--- config.mk ---
export PLATFORM = sky130hd
export DESIGN_NAME = risc16_prog_loader_flat
export DESIGN_NICKNAME = d
export VERILOG_FILES = /design/src/rtl/risc16_prog_loader_if.sv /design/src/rtl/risc16_prog_loader.sv /design/src/flat_wrapper.sv
export SDC_FILE = /design/constraint.sdc
export NUM_CORES = 1
export LEC_CHECK = 0
export BUFFER_PORTS_ARGS = -buffer_cell sky130_fd_sc_hd__buf_2
export CAP_MARGIN = 10
export CORE_MARGIN = 3
export CORE_UTILIZATION = 50
export CTS_BUF_LIST = sky130_fd_sc_hd__clkbuf_8
export DETAILED_ROUTE_END_ITERATION = 8
export MAX_ROUTING_LAYER = met4
export PLACE_DENSITY = 0.75
export SYNTH_ARGS = -nofsm -noshare
export SYNTH_HDL_FRONTEND = slang
export SYNTH_SLANG_ARGS = --single-unit
--- constraint.sdc ---
create_clock -name clk -period 7.24 [get_ports clk]
set_clock_uncertainty 0.15 [all_clocks]
set_input_delay 0.724 -clock clk [delete_from_list [all_inputs] [get_ports clk]]
set_output_delay 0.724 -clock clk [all_outputs]
set_load 0.03 [all_outputs]
--- src/rtl/risc16_prog_loader_if.sv ---
// Instruction stream interface for the RiSC-16 program loader.
// A source drives the word, its valid strobe and the end-of-program marker.
// The loader answers with ready.
interface risc16_prog_loader_if #(
  parameter int unsigned WORD_LENGTH = 16
);
  logic                   s_valid;
  logic                   s_ready;
  logic [WORD_LENGTH-1:0] s_data;
  logic                   s_last;

  modport master (
    output s_valid,
    output s_data,
    output s_last,
    input  s_ready
  );

  modport slave (
    input  s_valid,
    input  s_data,
    input  s_last,
    output s_ready
  );
endinterface

--- src/rtl/risc16_prog_loader.sv ---
// Streaming program loader for the RiSC-16 single-cycle system.
// Accepts a valid/ready word stream and writes it into instruction memory at
// auto-incrementing addresses starting from base_addr. The core is held in
// program-enable and reset while loading. Reset is released RST_CYCLES cycles
// after program-enable drops. Every output is a register.
module risc16_prog_loader #(
  parameter int unsigned WORD_LENGTH = 16,
  parameter int unsigned ADDR_WIDTH  = 16,
  parameter int unsigned MEM_DEPTH   = 1024,
  parameter int unsigned RST_CYCLES  = 2
) (
  input  logic                             clk,
  input  logic                             rst,
  input  logic                             start,
  input  logic [ADDR_WIDTH-1:0]            base_addr,
  risc16_prog_loader_if.slave              s,
  output logic                             mem_we,
  output logic [ADDR_WIDTH-1:0]            mem_addr,
  output logic [WORD_LENGTH-1:0]           mem_wdata,
  output logic                             cpu_pen,
  output logic                             cpu_rst,
  output logic                             done,
  output logic                             err_overflow,
  output logic [$clog2(MEM_DEPTH+1)-1:0]   word_count,
  output logic [WORD_LENGTH-1:0]           checksum
);

  localparam int unsigned CW = $clog2(MEM_DEPTH + 1);
  localparam int unsigned RW = (RST_CYCLES > 1) ? $clog2(RST_CYCLES) : 1;

  typedef enum logic [2:0] {
    IDLE, LOAD, FLUSH, RELEASE, RUN, ERROR
  } state_t;

  state_t                 state_q, state_d;
  logic [ADDR_WIDTH-1:0]  base_q, base_d;
  logic [CW-1:0]          count_q, count_d;
  logic [WORD_LENGTH-1:0] sum_q, sum_d;
  logic [RW-1:0]          rel_q, rel_d;
  logic                   ready_q, ready_d;
  logic                   we_q, we_d;
  logic [ADDR_WIDTH-1:0]  addr_q, addr_d;
  logic [WORD_LENGTH-1:0] wdata_q, wdata_d;
  logic                   pen_q, pen_d;
  logic                   crst_q, crst_d;
  logic                   done_q, done_d;
  logic                   err_q, err_d;

  logic                   hs;
  logic [CW-1:0]          count_inc;

  assign hs        = s.s_valid & ready_q;
  assign count_inc = count_q + 1'b1;

  // State and output registers with synchronous active-low reset.
  always_ff @(posedge clk) begin
    if (!rst) begin
      state_q <= IDLE;
      base_q  <= '0;
      count_q <= '0;
      sum_q   <= '0;
      rel_q   <= '0;
      ready_q <= 1'b0;
      we_q    <= 1'b0;
      addr_q  <= '0;
      wdata_q <= '0;
      pen_q   <= 1'b1;
      crst_q  <= 1'b1;
      done_q  <= 1'b0;
      err_q   <= 1'b0;
    end else begin
      state_q <= state_d;
      base_q  <= base_d;
      count_q <= count_d;
      sum_q   <= sum_d;
      rel_q   <= rel_d;
      ready_q <= ready_d;
      we_q    <= we_d;
      addr_q  <= addr_d;
      wdata_q <= wdata_d;
      pen_q   <= pen_d;
      crst_q  <= crst_d;
      done_q  <= done_d;
      err_q   <= err_d;
    end
  end

  // Next-state and next-output logic; outputs appear one cycle after the decision.
  always_comb begin
    state_d = state_q;
    base_d  = base_q;
    count_d = count_q;
    sum_d   = sum_q;
    rel_d   = rel_q;
    ready_d = 1'b0;
    we_d    = 1'b0;
    addr_d  = addr_q;
    wdata_d = wdata_q;
    pen_d   = pen_q;
    crst_d  = crst_q;
    done_d  = done_q;
    err_d   = err_q;

    unique case (state_q)
      IDLE, RUN, ERROR: begin
        if (start) begin
          state_d = LOAD;
          base_d  = base_addr;
          count_d = '0;
          sum_d   = '0;
          err_d   = 1'b0;
          pen_d   = 1'b1;
          crst_d  = 1'b1;
          done_d  = 1'b0;
          ready_d = 1'b1;
        end
      end
      LOAD: begin
        if (hs) begin
          we_d    = 1'b1;
          addr_d  = base_q + ADDR_WIDTH'(count_q);
          wdata_d = s.s_data;
          count_d = count_inc;
          sum_d   = sum_q + s.s_data;
          if (s.s_last) begin
            state_d = FLUSH;
          end else begin
            ready_d = (count_inc < CW'(MEM_DEPTH));
          end
        end else if (s.s_valid && (count_q == CW'(MEM_DEPTH))) begin
          state_d = ERROR;
          err_d   = 1'b1;
        end else begin
          ready_d = (count_q < CW'(MEM_DEPTH));
        end
      end
      FLUSH: begin
        state_d = RELEASE;
        pen_d   = 1'b0;
        rel_d   = '0;
      end
      RELEASE: begin
        if (rel_q == RW'(RST_CYCLES - 1)) begin
          state_d = RUN;
          crst_d  = 1'b0;
          done_d  = 1'b1;
        end else begin
          rel_d = rel_q + 1'b1;
        end
      end
      default: state_d = IDLE;
    endcase
  end

  assign s.s_ready    = ready_q;
  assign mem_we       = we_q;
  assign mem_addr     = addr_q;
  assign mem_wdata    = wdata_q;
  assign cpu_pen      = pen_q;
  assign cpu_rst      = crst_q;
  assign done         = done_q;
  assign err_overflow = err_q;
  assign word_count   = count_q;
  assign checksum     = sum_q;

endmodule
--- src/flat_wrapper.sv ---
// flat-port wrapper written by rule: the top's interface ports become plain ports
module risc16_prog_loader_flat 
#(
  parameter int unsigned WORD_LENGTH = 16,
  parameter int unsigned ADDR_WIDTH  = 16,
  parameter int unsigned MEM_DEPTH   = 1024,
  parameter int unsigned RST_CYCLES  = 2
)
  (clk, rst, start, base_addr, mem_we, mem_addr, mem_wdata, cpu_pen, cpu_rst, done, err_overflow, word_count, checksum, s_s_valid, s_s_data, s_s_last, s_s_ready);
  risc16_prog_loader_if #(.WORD_LENGTH(WORD_LENGTH)) s_i ();
  input  logic clk;
  input  logic rst;
  input  logic start;
  input  logic [ADDR_WIDTH-1:0] base_addr;
  output logic mem_we;
  output logic [ADDR_WIDTH-1:0] mem_addr;
  output logic [WORD_LENGTH-1:0] mem_wdata;
  output logic cpu_pen;
  output logic cpu_rst;
  output logic done;
  output logic err_overflow;
  output logic [$clog2(MEM_DEPTH+1)-1:0] word_count;
  output logic [WORD_LENGTH-1:0] checksum;
  input wire logic [$bits(s_i.s_valid)-1:0] s_s_valid;
  input wire logic [$bits(s_i.s_data)-1:0] s_s_data;
  input wire logic [$bits(s_i.s_last)-1:0] s_s_last;
  output wire logic [$bits(s_i.s_ready)-1:0] s_s_ready;
  assign s_i.s_valid = s_s_valid;
  assign s_i.s_data = s_s_data;
  assign s_i.s_last = s_s_last;
  assign s_s_ready = s_i.s_ready;
  risc16_prog_loader #(.WORD_LENGTH(WORD_LENGTH), .ADDR_WIDTH(ADDR_WIDTH), .MEM_DEPTH(MEM_DEPTH), .RST_CYCLES(RST_CYCLES)) u_core (.clk(clk), .rst(rst), .start(start), .base_addr(base_addr), .s(s_i), .mem_we(mem_we), .mem_addr(mem_addr), .mem_wdata(mem_wdata), .cpu_pen(cpu_pen), .cpu_rst(cpu_rst), .done(done), .err_overflow(err_overflow), .word_count(word_count), .checksum(checksum));
endmodule
=== Word level (Yosys, flattened, before mapping) ===
Index checks and enable logic that the tools add are counted.

* Output and inout port bits: 65
* Word-level logic and storage cells: 78
* Register bits: 85

* Order comparisons: 2
* Muxes and demuxes: 30
* Reductions and logical operators: 15
* Bitwise logic cells: 1
* Equality and inequality tests: 13
* Add/subtract/negate cells: 4

{| class="wikitable"
|+ Operator list
! operator !! count
|-
| 16-bit two-way mux || 2
|-
| 16-bit case mux with 2 select lines || 1
|-
| 11-bit < comparator (second input constant) || 2
|-
| 11-bit two-way mux || 2
|-
| 11-bit case mux with 2 select lines || 1
|-
| 16-bit by 11-bit adder with 16-bit output || 1
|-
| 16-bit adder || 1
|-
| 3-bit two-way mux || 5
|-
| 1-bit two-way mux || 12
|-
| 1-bit case mux with 2 select lines || 6
|-
| 3-bit case mux with 4 select lines || 1
|-
| 11-bit by 1-bit adder with 11-bit output (second input constant) || 1
|-
| 11-bit == test (second input constant) || 1
|-
| 2-bit AND reduction || 4
|-
| 4-bit AND reduction || 2
|-
| 2-bit nonzero test || 4
|-
| 3-bit by 2-bit == test with 1-bit output (second input constant) || 2
|-
| 3-bit == test (second input constant) || 2
|-
| 2-bit by 1-bit inequality test with 1-bit output (second input constant) || 3
|-
| 3-bit AND reduction || 2
|-
| 2-bit inequality test (second input constant) || 2
|-
| 3-bit by 1-bit == test with 1-bit output (second input constant) || 1
|-
| 3-bit logical NOT || 1
|-
| 3-bit by 1-bit inequality test with 1-bit output (second input constant) || 1
|-
| other kinds (5) || 5
|}

=== Longest topological paths before layout ===
Gate-level depths: netlist of the first run.

* Word-level depth: 5
* Gate-level depth with buffers: 9
* Mapped depth without buffers: 9

=== Least setup slack after synthesis of the first run ===
OpenSTA, ideal clock, no wires.

* Path kind: input-to-reg
* Start point: input s_s_data[2]
* End point: register u_core.sum_q[15], in the netlist u_core.checksum[15]
* Arrival: 2.511 ns
* Stages on the path: 7
* Data required time: 6.970 ns
* Slack: 4.460 ns
* Setup time: 0.120 ns
* Path through: ha_1 o211a_1 a211o_1 and4_4 or3_1 and3_1 a211o_1

* Word-level cells in the longest chain between the ends: 3

{| class="wikitable"
|+ Ends and longest elaborated chain
! what !! RTL line !! text
|-
| from (decl) || flat_wrapper.sv:25 || <nowiki>input wire logic [$bits(s_i.s_data)-1:0] s_s_data;</nowiki>
|-
| 16-bit adder || risc16_prog_loader.sv:124 || <nowiki>sum_d = sum_q + s.s_data;</nowiki>
|-
| 16-bit two-way mux || risc16_prog_loader.sv:119 || <nowiki>if (hs) begin</nowiki>
|-
| 16-bit case mux with 2 select lines || risc16_prog_loader.sv:104 || <nowiki>unique case (state_q)</nowiki>
|-
| to (signal assigned) || risc16_prog_loader.sv:75 || <nowiki>sum_q <= sum_d;</nowiki>
|-
| to (decl) || risc16_prog_loader.sv:38 || <nowiki>logic [WORD_LENGTH-1:0] sum_q, sum_d;</nowiki>
|}

No other way between the ends. The select of a mux whose other input is x is not followed.
A chain may end at the register's enable or synchronous reset.

=== Final worst setup path of the first run ===
* Start point: register u_core.state_q[1]
* End point: register u_core.addr_q[14], in the netlist u_core.mem_addr[14]

* Word-level cells in the longest chain between the ends: 2

{| class="wikitable"
|+ Ends and longest elaborated chain
! what !! RTL line !! text
|-
| from (decl) || risc16_prog_loader.sv:35 || <nowiki>state_t state_q, state_d;</nowiki>
|-
| from (signal assigned) || risc16_prog_loader.sv:72 || <nowiki>state_q <= state_d;</nowiki>
|-
| 3-bit by 1-bit == test with 1-bit output || risc16_prog_loader.sv:104 ||
|-
| 2-bit AND reduction (no source line) || n/a ||
|-
| to (signal assigned) || risc16_prog_loader.sv:79 || <nowiki>addr_q <= addr_d;</nowiki>
|-
| to (decl) || risc16_prog_loader.sv:42 || <nowiki>logic [ADDR_WIDTH-1:0] addr_q, addr_d;</nowiki>
|}

No other way between the ends.

==> flow_metrics.env, run 1 <==
export IMPL_dieArea_mm2=0.0100
export IMPL_timing_hold_violations_final=0
export IMPL_ys_flop_type="dfxtp_1"
export IMPL_overflow=0
export IMPL_netlist_area_mm2=0.00443
export IMPL_synth_seq_cells=85
export IMPL_finalMaxSlewViolations=0
export IMPL_ys_types=61
export IMPL_cp_arrival_ns=2.98
export IMPL_drc_errors=0
export IMPL_async_reset_ff_frac=0
export IMPL_tightest_slew_ns=1.04
export IMPL_first_global_vias=3990
export IMPL_viasPerCell=5.58
export IMPL_relSlewSlack=0.303
export IMPL_syn_inst=553
export IMPL_worst_setup_path_end_kind="flip-flop"
export IMPL_fin_setup_tns_ns=0
export IMPL_cts_resized=0
export IMPL_die_w_um=100
export IMPL_fin_area_mm2=0.00520
export IMPL_rr_worst_depth=7
export IMPL_ir_drop_mv=0.0898
export IMPL_worstPathMaxFanout=40
export IMPL_root_buffer="clkbuf_8"
export IMPL_synth_edff_count=0
export IMPL_powerDensity_mw_per_mm2=190
export IMPL_hold_path_class="flip-flop to flip-flop"
export IMPL_holdPathStages=1
export IMPL_clock_path_buffers=2
export IMPL_drv_cap=0
export IMPL_critPathKind="flip-flop to flip-flop"
export IMPL_coreArea_mm2=0.00842
export IMPL_gp_congestion=0.889
export IMPL_power_leakage_uw=0.00234
export IMPL_synth_seq_area_share=0.384
export IMPL_hold_buffers=0
export IMPL_drt_wirelength_per_cell_um=14.8
export IMPL_avgSynthCellArea_um2=8.01
export IMPL_fp_dieH_um=100
export IMPL_diodes=0
export IMPL_drive_gt1_frac=0.194
export IMPL_num_rows=33
export IMPL_final_nets=711
export IMPL_htreeDepth=3
export IMPL_grt_util_all_layers=0.233
export IMPL_start_kind="flip-flop"
export IMPL_grt_pass1_wl_um=18800
export IMPL_clk_latency_ns=0.34
export IMPL_antenna_found_initial=0
export IMPL_vias=4209
export IMPL_drt_iter0_drc=220
export IMPL_clock_sinks=85
export IMPL_status="finished clean"
export IMPL_cts_setup_buffers=0
export IMPL_post_dp_cell_area_mm2=0.00500
export IMPL_finalCritPeriodShare=0.395
export IMPL_path_clk_slew_ns=0.08
export IMPL_cts_tree="done"
export IMPL_yosysWarnings=0
export IMPL_grt_max_degree=41
export IMPL_rsz0062_at_grt="false"
export IMPL_io_buffer_count=101
export IMPL_synthesis_nets=620
export IMPL_setup_viol=0
export IMPL_period_needed_ns=2.86
export IMPL_critPathMaxStageDelay_ns=0.45
export IMPL_cp_slowest_cell="buf_4"
export IMPL_required_ns=7.36
export IMPL_totalWireLength_um=11100
export IMPL_cts_buffers=9
export IMPL_max_clock_freq_mhz=350
export IMPL_first_pass_iters=4
export IMPL_crit_chain="nand2b_1 -> nor3_4 -> buf_4 -> nand2_1 -> or3_1 -> a221o_1 -> o21ai_0"
export IMPL_start_util=0.526
export IMPL_final_common_cell="buf_2"
export IMPL_io_pins=102
export IMPL_final_antenna_net_count=0
export IMPL_area_growth_synth_to_final_pct=17.4
export IMPL_mostFrequentLayoutCells="buf_2, nand2_1, dfxtp_1, a21oi_1, nor2_1"
export IMPL_dp_hpwl_um=8170
## per-stage QoR
step / power, uW / util / setup WS, ns / hold WS, ns / instances
2_1_floorplan: 620 / - / 4.46 / 0.290 / 553
3_3_place_gp: 662 / 0.593 / 4.12 / 0.281 / 737
3_5_place_dp: 665 / 0.593 / 4.05 / 0.289 / 737
4_1_cts: 995 / 0.616 / 4.30 / 0.305 / 753
5_1_grt: 1040 / 0.617 / 4.16 / 0.333 / 754
6_report: 989 / 0.617 / 4.38 / 0.303 / 754
## where the power goes
part	total (uW)	switching (uW)	leakage (uW)	internal, uW
registers	501	15.9	0.000689	485
clock network	333	167	0.000102	165
logic	156	101	0.00155	54.3
total	989	284	0.00234	705
## layer usage
metal | vias up | track usage | share of wire
li1 | 2157 | - | -
met2 | 98 | 0.382 | 0.47
met5 | - | - | 0
met4 | 0 | 0.0632 | 0.0072
met3 | 7 | 0.0299 | 0.052
met1 | 1947 | 0.306 | 0.47
## path summary, 6_finish.rpt
kind,slack [ns],to,start
setup / recovery,4.38,u_core.mem_addr[14]$_SDFFE_PN0P_,u_core.state_q[1]$_SDFFE_PN0P_
hold / removal,0.30,u_core.cpu_rst$_SDFFE_PN1P_,u_core.cpu_rst$_SDFFE_PN1P_
setup reg to reg,4.38,u_core.mem_addr[14]$_SDFFE_PN0P_,u_core.state_q[1]$_SDFFE_PN0P_
hold reg to reg,0.30,u_core.cpu_rst$_SDFFE_PN1P_,u_core.cpu_rst$_SDFFE_PN1P_
## synth_stat cells (2+ instances only)
cell / count / area [um2]
a211o_1: 3 / 26.3
a211oi_1: 8 / 60.1
a21o_1: 7 / 52.6
a21oi_1: 69 / 345
a221o_1: 2 / 20.0
a221oi_1: 2 / 17.5
a22oi_1: 8 / 60.1
a31oi_1: 2 / 12.5
and3_1: 4 / 25.0
and4_1: 2 / 17.5
buf_1: 9 / 33.8
buf_2: 2 / 10.0
clkbuf_1: 13 / 48.8
dfxtp_1: 85 / 1700
fa_1: 2 / 40.0
ha_1: 28 / 350
inv_1: 12 / 45.0
mux2i_1: 2 / 20.0
nand2_1: 99 / 372
nand2b_1: 6 / 37.5
nand3_1: 18 / 90.1
nand4_1: 7 / 43.8
nor2_1: 50 / 188
nor2b_1: 2 / 12.5
nor3_1: 7 / 35.0
nor3b_1: 3 / 22.5
nor4_1: 2 / 12.5
nor4b_1: 3 / 26.3
o211a_1: 2 / 20.0
o211ai_1: 4 / 30.0
o21a_1: 2 / 15.0
o21ai_0: 25 / 125
o22ai_1: 3 / 18.8
or2_2: 2 / 12.5
or3_1: 8 / 50.1
xnor2_1: 15 / 131
xor2_1: 11 / 96.3
## flip-flops by register name, indices dropped and copies added (netlist names), 3 cells and up
register and count:
u_core.checksum 16, u_core.mem_wdata 16, u_core.base_q 16, u_core.word_count 11
u_core.mem_addr 16, u_core.state_q 3
## logic make-up after synthesis
kind of cell             synth area share
flip-flops                          0.384
buffers and inverters              0.0331
AO/OA/AOI/OAI                       0.213
multiplexers                      0.00452
XOR/XNOR                           0.0514
adder cells (fa/ha/maj)            0.0882
AND/OR/NAND/NOR                     0.225
## area by class of cell
type	instances	area (um2)
sequential	85	1700
clock buffer	10	138
timing repair buffer	105	536
multi-input combinational	430	2590
clock inverter	6	56.3
fill	777	3230
inverter	13	48.8
tap	105	131
## worst max-delay path, delay by kind of cell (launching register included)
| kind | cells | cell delay (ns) |
|---|---|---|
| flip-flops | 1 | 0.41 |
| AND/OR/NAND/NOR | 4 | 1.35 |
| buffers and inverters | 1 | 0.45 |
| AO/OA/AOI/OAI | 2 | 0.40 |
Note: power is estimated with default switching activity, not from simulation.
==> inputs of run 2 (changes only) <==
Clock period 7.24 ns to 2.7 ns, I/O delays scaled along.
==> flow_metrics.env, run 2 (synthesis gave the netlist of run 1 again) <==
export IMPL_status="finished clean"
export IMPL_finalMaxSlewViolations=0
export IMPL_period_needed_ns=2.51
export IMPL_diodes=0
export IMPL_drv_cap=0
export IMPL_fin_ws_ns=0.191
export IMPL_die_w_um=100
export IMPL_stdcell_count=777
export IMPL_critPathMaxStageDelay_ns=0.35
export IMPL_clockPowerShare=0.338
export IMPL_worst_path_most_repeated_cell="a211o_1"
export IMPL_crit_family="compound AO/OA/AOI/OAI gates"
export IMPL_mostFrequentLayoutCells="buf_2, nand2_1, dfxtp_1, a21oi_1, nor2_1"
export IMPL_place_ws_ns=0.142
export IMPL_cp_arrival_ns=2.60
export IMPL_final_common_cell="buf_2"
export IMPL_num_rows=33
export IMPL_tightest_slew_ns=0.521
export IMPL_ir_drop_mv=0.275
export IMPL_p_sw_uw=798
export IMPL_vias=4278
export IMPL_met1_usage=0.312
export IMPL_power_uw=2700
export IMPL_comb_power_share=0.165
export IMPL_first_global_vias=4026
export IMPL_htreeDepth=3
export IMPL_start_kind="flip-flop"
export IMPL_cts_buffers=9
export IMPL_hp_start="s_s_data[12]"
export IMPL_final_nets=734
export IMPL_required_ns=2.79
export IMPL_critPathKind="flip-flop to flip-flop"
export IMPL_cp_buffers_inverters=0
export IMPL_viasPerCell=5.51
export IMPL_grt_util_all_layers=0.236
export IMPL_multiInputGateArea_mm2=0.00259
export IMPL_totalWireLength_um=11300
export IMPL_reg2reg_from="u_core.checksum[2]$_SDFFE_PN0P_"
export IMPL_path_clk_slew_ns=0.09
export IMPL_clock_sinks=85
export IMPL_coreArea_mm2=0.00842
export IMPL_drt_wirelength_per_cell_um=14.5
export IMPL_gp_congestion=0.909
export IMPL_antenna_found_initial=0
export IMPL_final_antenna_net_count=0
export IMPL_startpoint="u_core.checksum[2]$_SDFFE_PN0P_"
export IMPL_register_area_mm2=0.00170
export IMPL_grt_max_degree=43
export IMPL_p_int_uw=1900
export IMPL_fillCellCount=773
export IMPL_rsz0062_at_grt="false"
export IMPL_grt_pass1_wl_um=18800
export IMPL_clk_latency_ns=0.35
export IMPL_cts_setup_buffers=0
export IMPL_drc_errors=0
export IMPL_p_sw_frac=0.296
export IMPL_io_pins=102
export IMPL_fp_dieH_um=100
export IMPL_root_buffer="clkbuf_8"
export IMPL_hold_path_class="input pin to flip-flop"
export IMPL_io_buffer_count=101
export IMPL_timing_hold_violations_final=0
export IMPL_dpl_cell_count=750
export IMPL_cp_slowest_cell="ha_1"
export IMPL_crit_chain="ha_1 -> o211a_1 -> a211o_1 -> and4_4 -> or3_1 -> and3_1 -> a211o_1"
export IMPL_drive_gt1_frac=0.210
export IMPL_grt_busiest_layer="met2"
export IMPL_area_growth_synth_to_final_pct=22.0
export IMPL_p_seq_frac=0.497
export IMPL_power_leakage_uw=0.00244
export IMPL_cts_resized=0
export IMPL_dp_hpwl_um=8290
export IMPL_drt_iter0_drc=188
export IMPL_max_clock_freq_mhz=399
export IMPL_setup_viol=0
export IMPL_clock_path_buffers=2
export IMPL_first_pass_iters=4
export IMPL_grtUsageMet2=0.378
export IMPL_worst_setup_path_end_kind="flip-flop"
export IMPL_dieArea_mm2=0.0100
export IMPL_worstPathMaxFanout=5
export IMPL_start_util=0.526
export IMPL_grt_met3_usage=0.0382
export IMPL_cts_tree="done"
export IMPL_overflow=0
export IMPL_powerDensity_mw_per_mm2=500
export IMPL_finalCritPeriodShare=0.929
export IMPL_final_core_util=0.641
export IMPL_fin_setup_tns_ns=0
export IMPL_relSlewSlack=0.650
run 2: cell count changes in the layout (fill, tap and decap cells not counted), moves of 2 or more:
cell / delta
inv_6: +2
buf_4: +12
clkinv_2: +2
inv_1: -3
dlygate4sd3_1: +11
run 2: repair_timing:
action | 4_1_cts | 5_1_grt
setup endpoints to repair | 0 | 0
hold buffers | 9 | 2
endpoints found under the hold margin | 9 | 2
run 2: per-layer routing:
layer,share of wire,vias up,routed length (um)
met5,0,-,0
met4,0.0068,0,76
met3,0.053,10,597
met2,0.47,119,5280
met1,0.47,1951,5290
li1,-,2198,-
run 2: tightest hold or removal path: stages:
cell,delay [ns]
buf_2,0.11
nand2_1,0.05
a21oi_1,0.05
run 2: power by group through the flow:
stage	clock (uW)	sequential, uW	combinational, uW
global route	992	1350	496
global placement	0	1370	425
floorplan	0	1400	265
detailed placement	0	1370	431
CTS	938	1340	443
finish	912	1340	445
run 2: path summary, 6_finish.rpt:
kind	endpoint	slack (ns)	depth (start not counted)
worst max-delay path	u_core.checksum[15]$_SDFFE_PN0P_	0.19	7
worst min-delay path	u_core.mem_wdata[12]$_SDFFE_PN0P_	0.01	3
worst max register to register	u_core.checksum[15]$_SDFFE_PN0P_	0.19	7
worst min register to register	u_core.cpu_rst$_SDFFE_PN1P_	0.30	1
run 2: stage by stage:
step           hold slack, ns  area [um2]
4_1_cts             0.0000861        5380
5_1_grt               0.00538        5400
2_1_floorplan           0.256        4430
3_5_place_dp            0.286        5090
6_report               0.0107        5400
3_3_place_gp            0.281        5090
run 2: final cells by class:
| class | instances | area share |
|---|---|---|
| clock inverters | 7 | 0.0137 |
| clock buffers | 9 | 0.0229 |
| multi-input cells | 430 | 0.479 |
| well taps | 105 | 0.0243 |
| inverters | 13 | 0.00903 |
| flip-flops and latches | 85 | 0.315 |
| repair buffers | 128 | 0.136 |
==> inputs of run 3 (changes only) <==
Settings changed: CORE_MARGIN 3 to 8, PLACE_DENSITY 0.75 to unset, PLACE_DENSITY_LB_ADDON set to 0.3.
==> flow_metrics.env, run 3 (synthesis gave the netlist of run 1 again) <==
export IMPL_cts_buffers=9
export IMPL_hp_start="base_addr[0]"
export IMPL_cp_buffers_inverters=2
export IMPL_grt_util_all_layers=0.212
export IMPL_relSlewSlack=0.279
export IMPL_rsz0062_at_grt="false"
export IMPL_io_pins=102
export IMPL_finalMaxSlewViolations=0
export IMPL_cts_tree="done"
export IMPL_finalCritPeriodShare=0.972
export IMPL_rr_worst_depth=7
export IMPL_final_nets=746
export IMPL_start_kind="input pin"
export IMPL_totalWireLength_um=12500
export IMPL_hold_path_class="input pin to flip-flop"
export IMPL_clock_sinks=85
export IMPL_power_uw=2800
export IMPL_critPathKind="input pin to flip-flop"
export IMPL_drt_wirelength_per_cell_um=15.8
export IMPL_tightest_slew_ns=1.08
export IMPL_timing_hold_violations_final=0
export IMPL_vias=4408
export IMPL_antenna_found_initial=0
export IMPL_overflow=0
export IMPL_setup_viol=0
export IMPL_drv_cap=0
export IMPL_worstPathMaxFanout=4
export IMPL_die_w_um=110
export IMPL_crit_family="compound AO/OA/AOI/OAI gates"
export IMPL_grt_max_degree=30
export IMPL_powerDensity_mw_per_mm2=503
export IMPL_final_common_cell="buf_2"
export IMPL_coreArea_mm2=0.00864
export IMPL_clock_path_buffers=2
export IMPL_drc_errors=0
export IMPL_io_buffer_count=101
export IMPL_hold_end="u_core.base_q[0]$_SDFFE_PN0P_"
export IMPL_dp_hpwl_um=9010
export IMPL_rrSetupSlack_ns=0.18
export IMPL_gp_congestion=0.896
export IMPL_htreeDepth=3
export IMPL_crit_chain="dlygate4sd3_1 -> buf_2 -> ha_1 -> a21o_1 -> a211o_1 -> and4_4 -> or3_1 -> and3_1 -> a211o_1"
export IMPL_fin_setup_tns_ns=0
export IMPL_worstReg2RegEnd="u_core.checksum[15]$_SDFFE_PN0P_"
export IMPL_viasPerCell=5.57
export IMPL_mostFrequentLayoutCells="buf_2, nand2_1, dfxtp_1, a21oi_1, nor2_1"
export IMPL_diodes=0
export IMPL_status="finished clean"
export IMPL_ir_drop_mv=0.342
export IMPL_start_util=0.513
export IMPL_cp_arrival_ns=2.73
export IMPL_critPathMaxStageDelay_ns=0.53
export IMPL_final_core_util=0.645
export IMPL_area_growth_synth_to_final_pct=25.9
export IMPL_path_clk_slew_ns=0.08
export IMPL_first_global_vias=4251
export IMPL_holdPathStages=3
export IMPL_root_buffer="clkbuf_8"
export IMPL_first_pass_iters=5
export IMPL_reg2reg_from="u_core.checksum[2]$_SDFFE_PN0P_"
export IMPL_required_ns=2.80
export IMPL_cp_slowest_cell="dlygate4sd3_1"
export IMPL_period_needed_ns=2.62
export IMPL_final_antenna_net_count=0
export IMPL_max_clock_freq_mhz=381
export IMPL_grt_pass1_wl_um=19900
export IMPL_worst_setup_path_end_kind="flip-flop"
export IMPL_num_rows=34
export IMPL_fp_dieH_um=110
export IMPL_drt_iter0_drc=219
export IMPL_dieArea_mm2=0.0121
export IMPL_clk_latency_ns=0.37
export IMPL_worst_path_most_repeated_cell="a211o_1"
export IMPL_power_leakage_uw=0.00250
export IMPL_drive_gt1_frac=0.212
## run 3: area by class of cell
class                      instances  area, um2
fill                             789       3060
multi-input combinational        430       2620
sequential                        85       1700
timing repair buffer             140        858
clock buffer                      10        138
tap                              108        135
clock inverter                     5       75.1
inverter                          13       48.8
## run 3: worst min-delay path: stages
cell	delay, ns
buf_2	0.11
nand2_1	0.05
a21oi_1	0.05
## run 3: per-layer routing
| metal | GRT usage | share of wire |
|---|---|---|
| met2 | 0.354 | 0.48 |
| met4 | 0.0780 | 0.021 |
| met5 | - | 0 |
| met1 | 0.245 | 0.43 |
| met3 | 0.0448 | 0.070 |
## run 3: how the worst max path moves through the flow
stage                                       from                                to  slack [ns]  cells after the start
6_report                             s_s_data[4]  u_core.checksum[15]$_SDFFE_PN0P_        0.08                      9
5_1_grt                             s_s_data[12]  u_core.checksum[15]$_SDFFE_PN0P_       0.009                      9
4_1_cts                             s_s_data[12]  u_core.checksum[15]$_SDFFE_PN0P_        0.05                      9
3_5_place_dp                         s_s_data[0]  u_core.checksum[10]$_SDFFE_PN0P_        0.08                      9
3_3_place_gp                         s_s_data[0]  u_core.checksum[10]$_SDFFE_PN0P_        0.17                      9
2_1_floorplan  u_core.word_count[0]$_SDFFE_PN0P_  u_core.mem_addr[14]$_SDFFE_PN0P_        0.06                      9
## run 3: repair_timing
action | CTS | global route
hold buffers | 24 | 0
buffers inserted | 0 | 0
endpoints found under the hold margin | 24 | 0
resized for setup | 0 | 6
setup endpoints to repair | 0 | 3
## run 3: report_power, final
group | internal [uW] | switching [uW]
combinational | 180 | 287
sequential | 1300 | 40.7
clock | 537 | 458
## run 3: metrics by stage
step                      cell area [um2]  worst slack [ns]  std cells  hold WS, ns
after floorplan                      4430            0.0630        553        0.256
after global placement               5090             0.171        752        0.287
after detailed placement             5090            0.0822        752        0.293
after CTS                            5540            0.0477        791      0.00136
after global routing                 5570           0.00913        791     0.000745
final                                5570            0.0760        791      0.00854
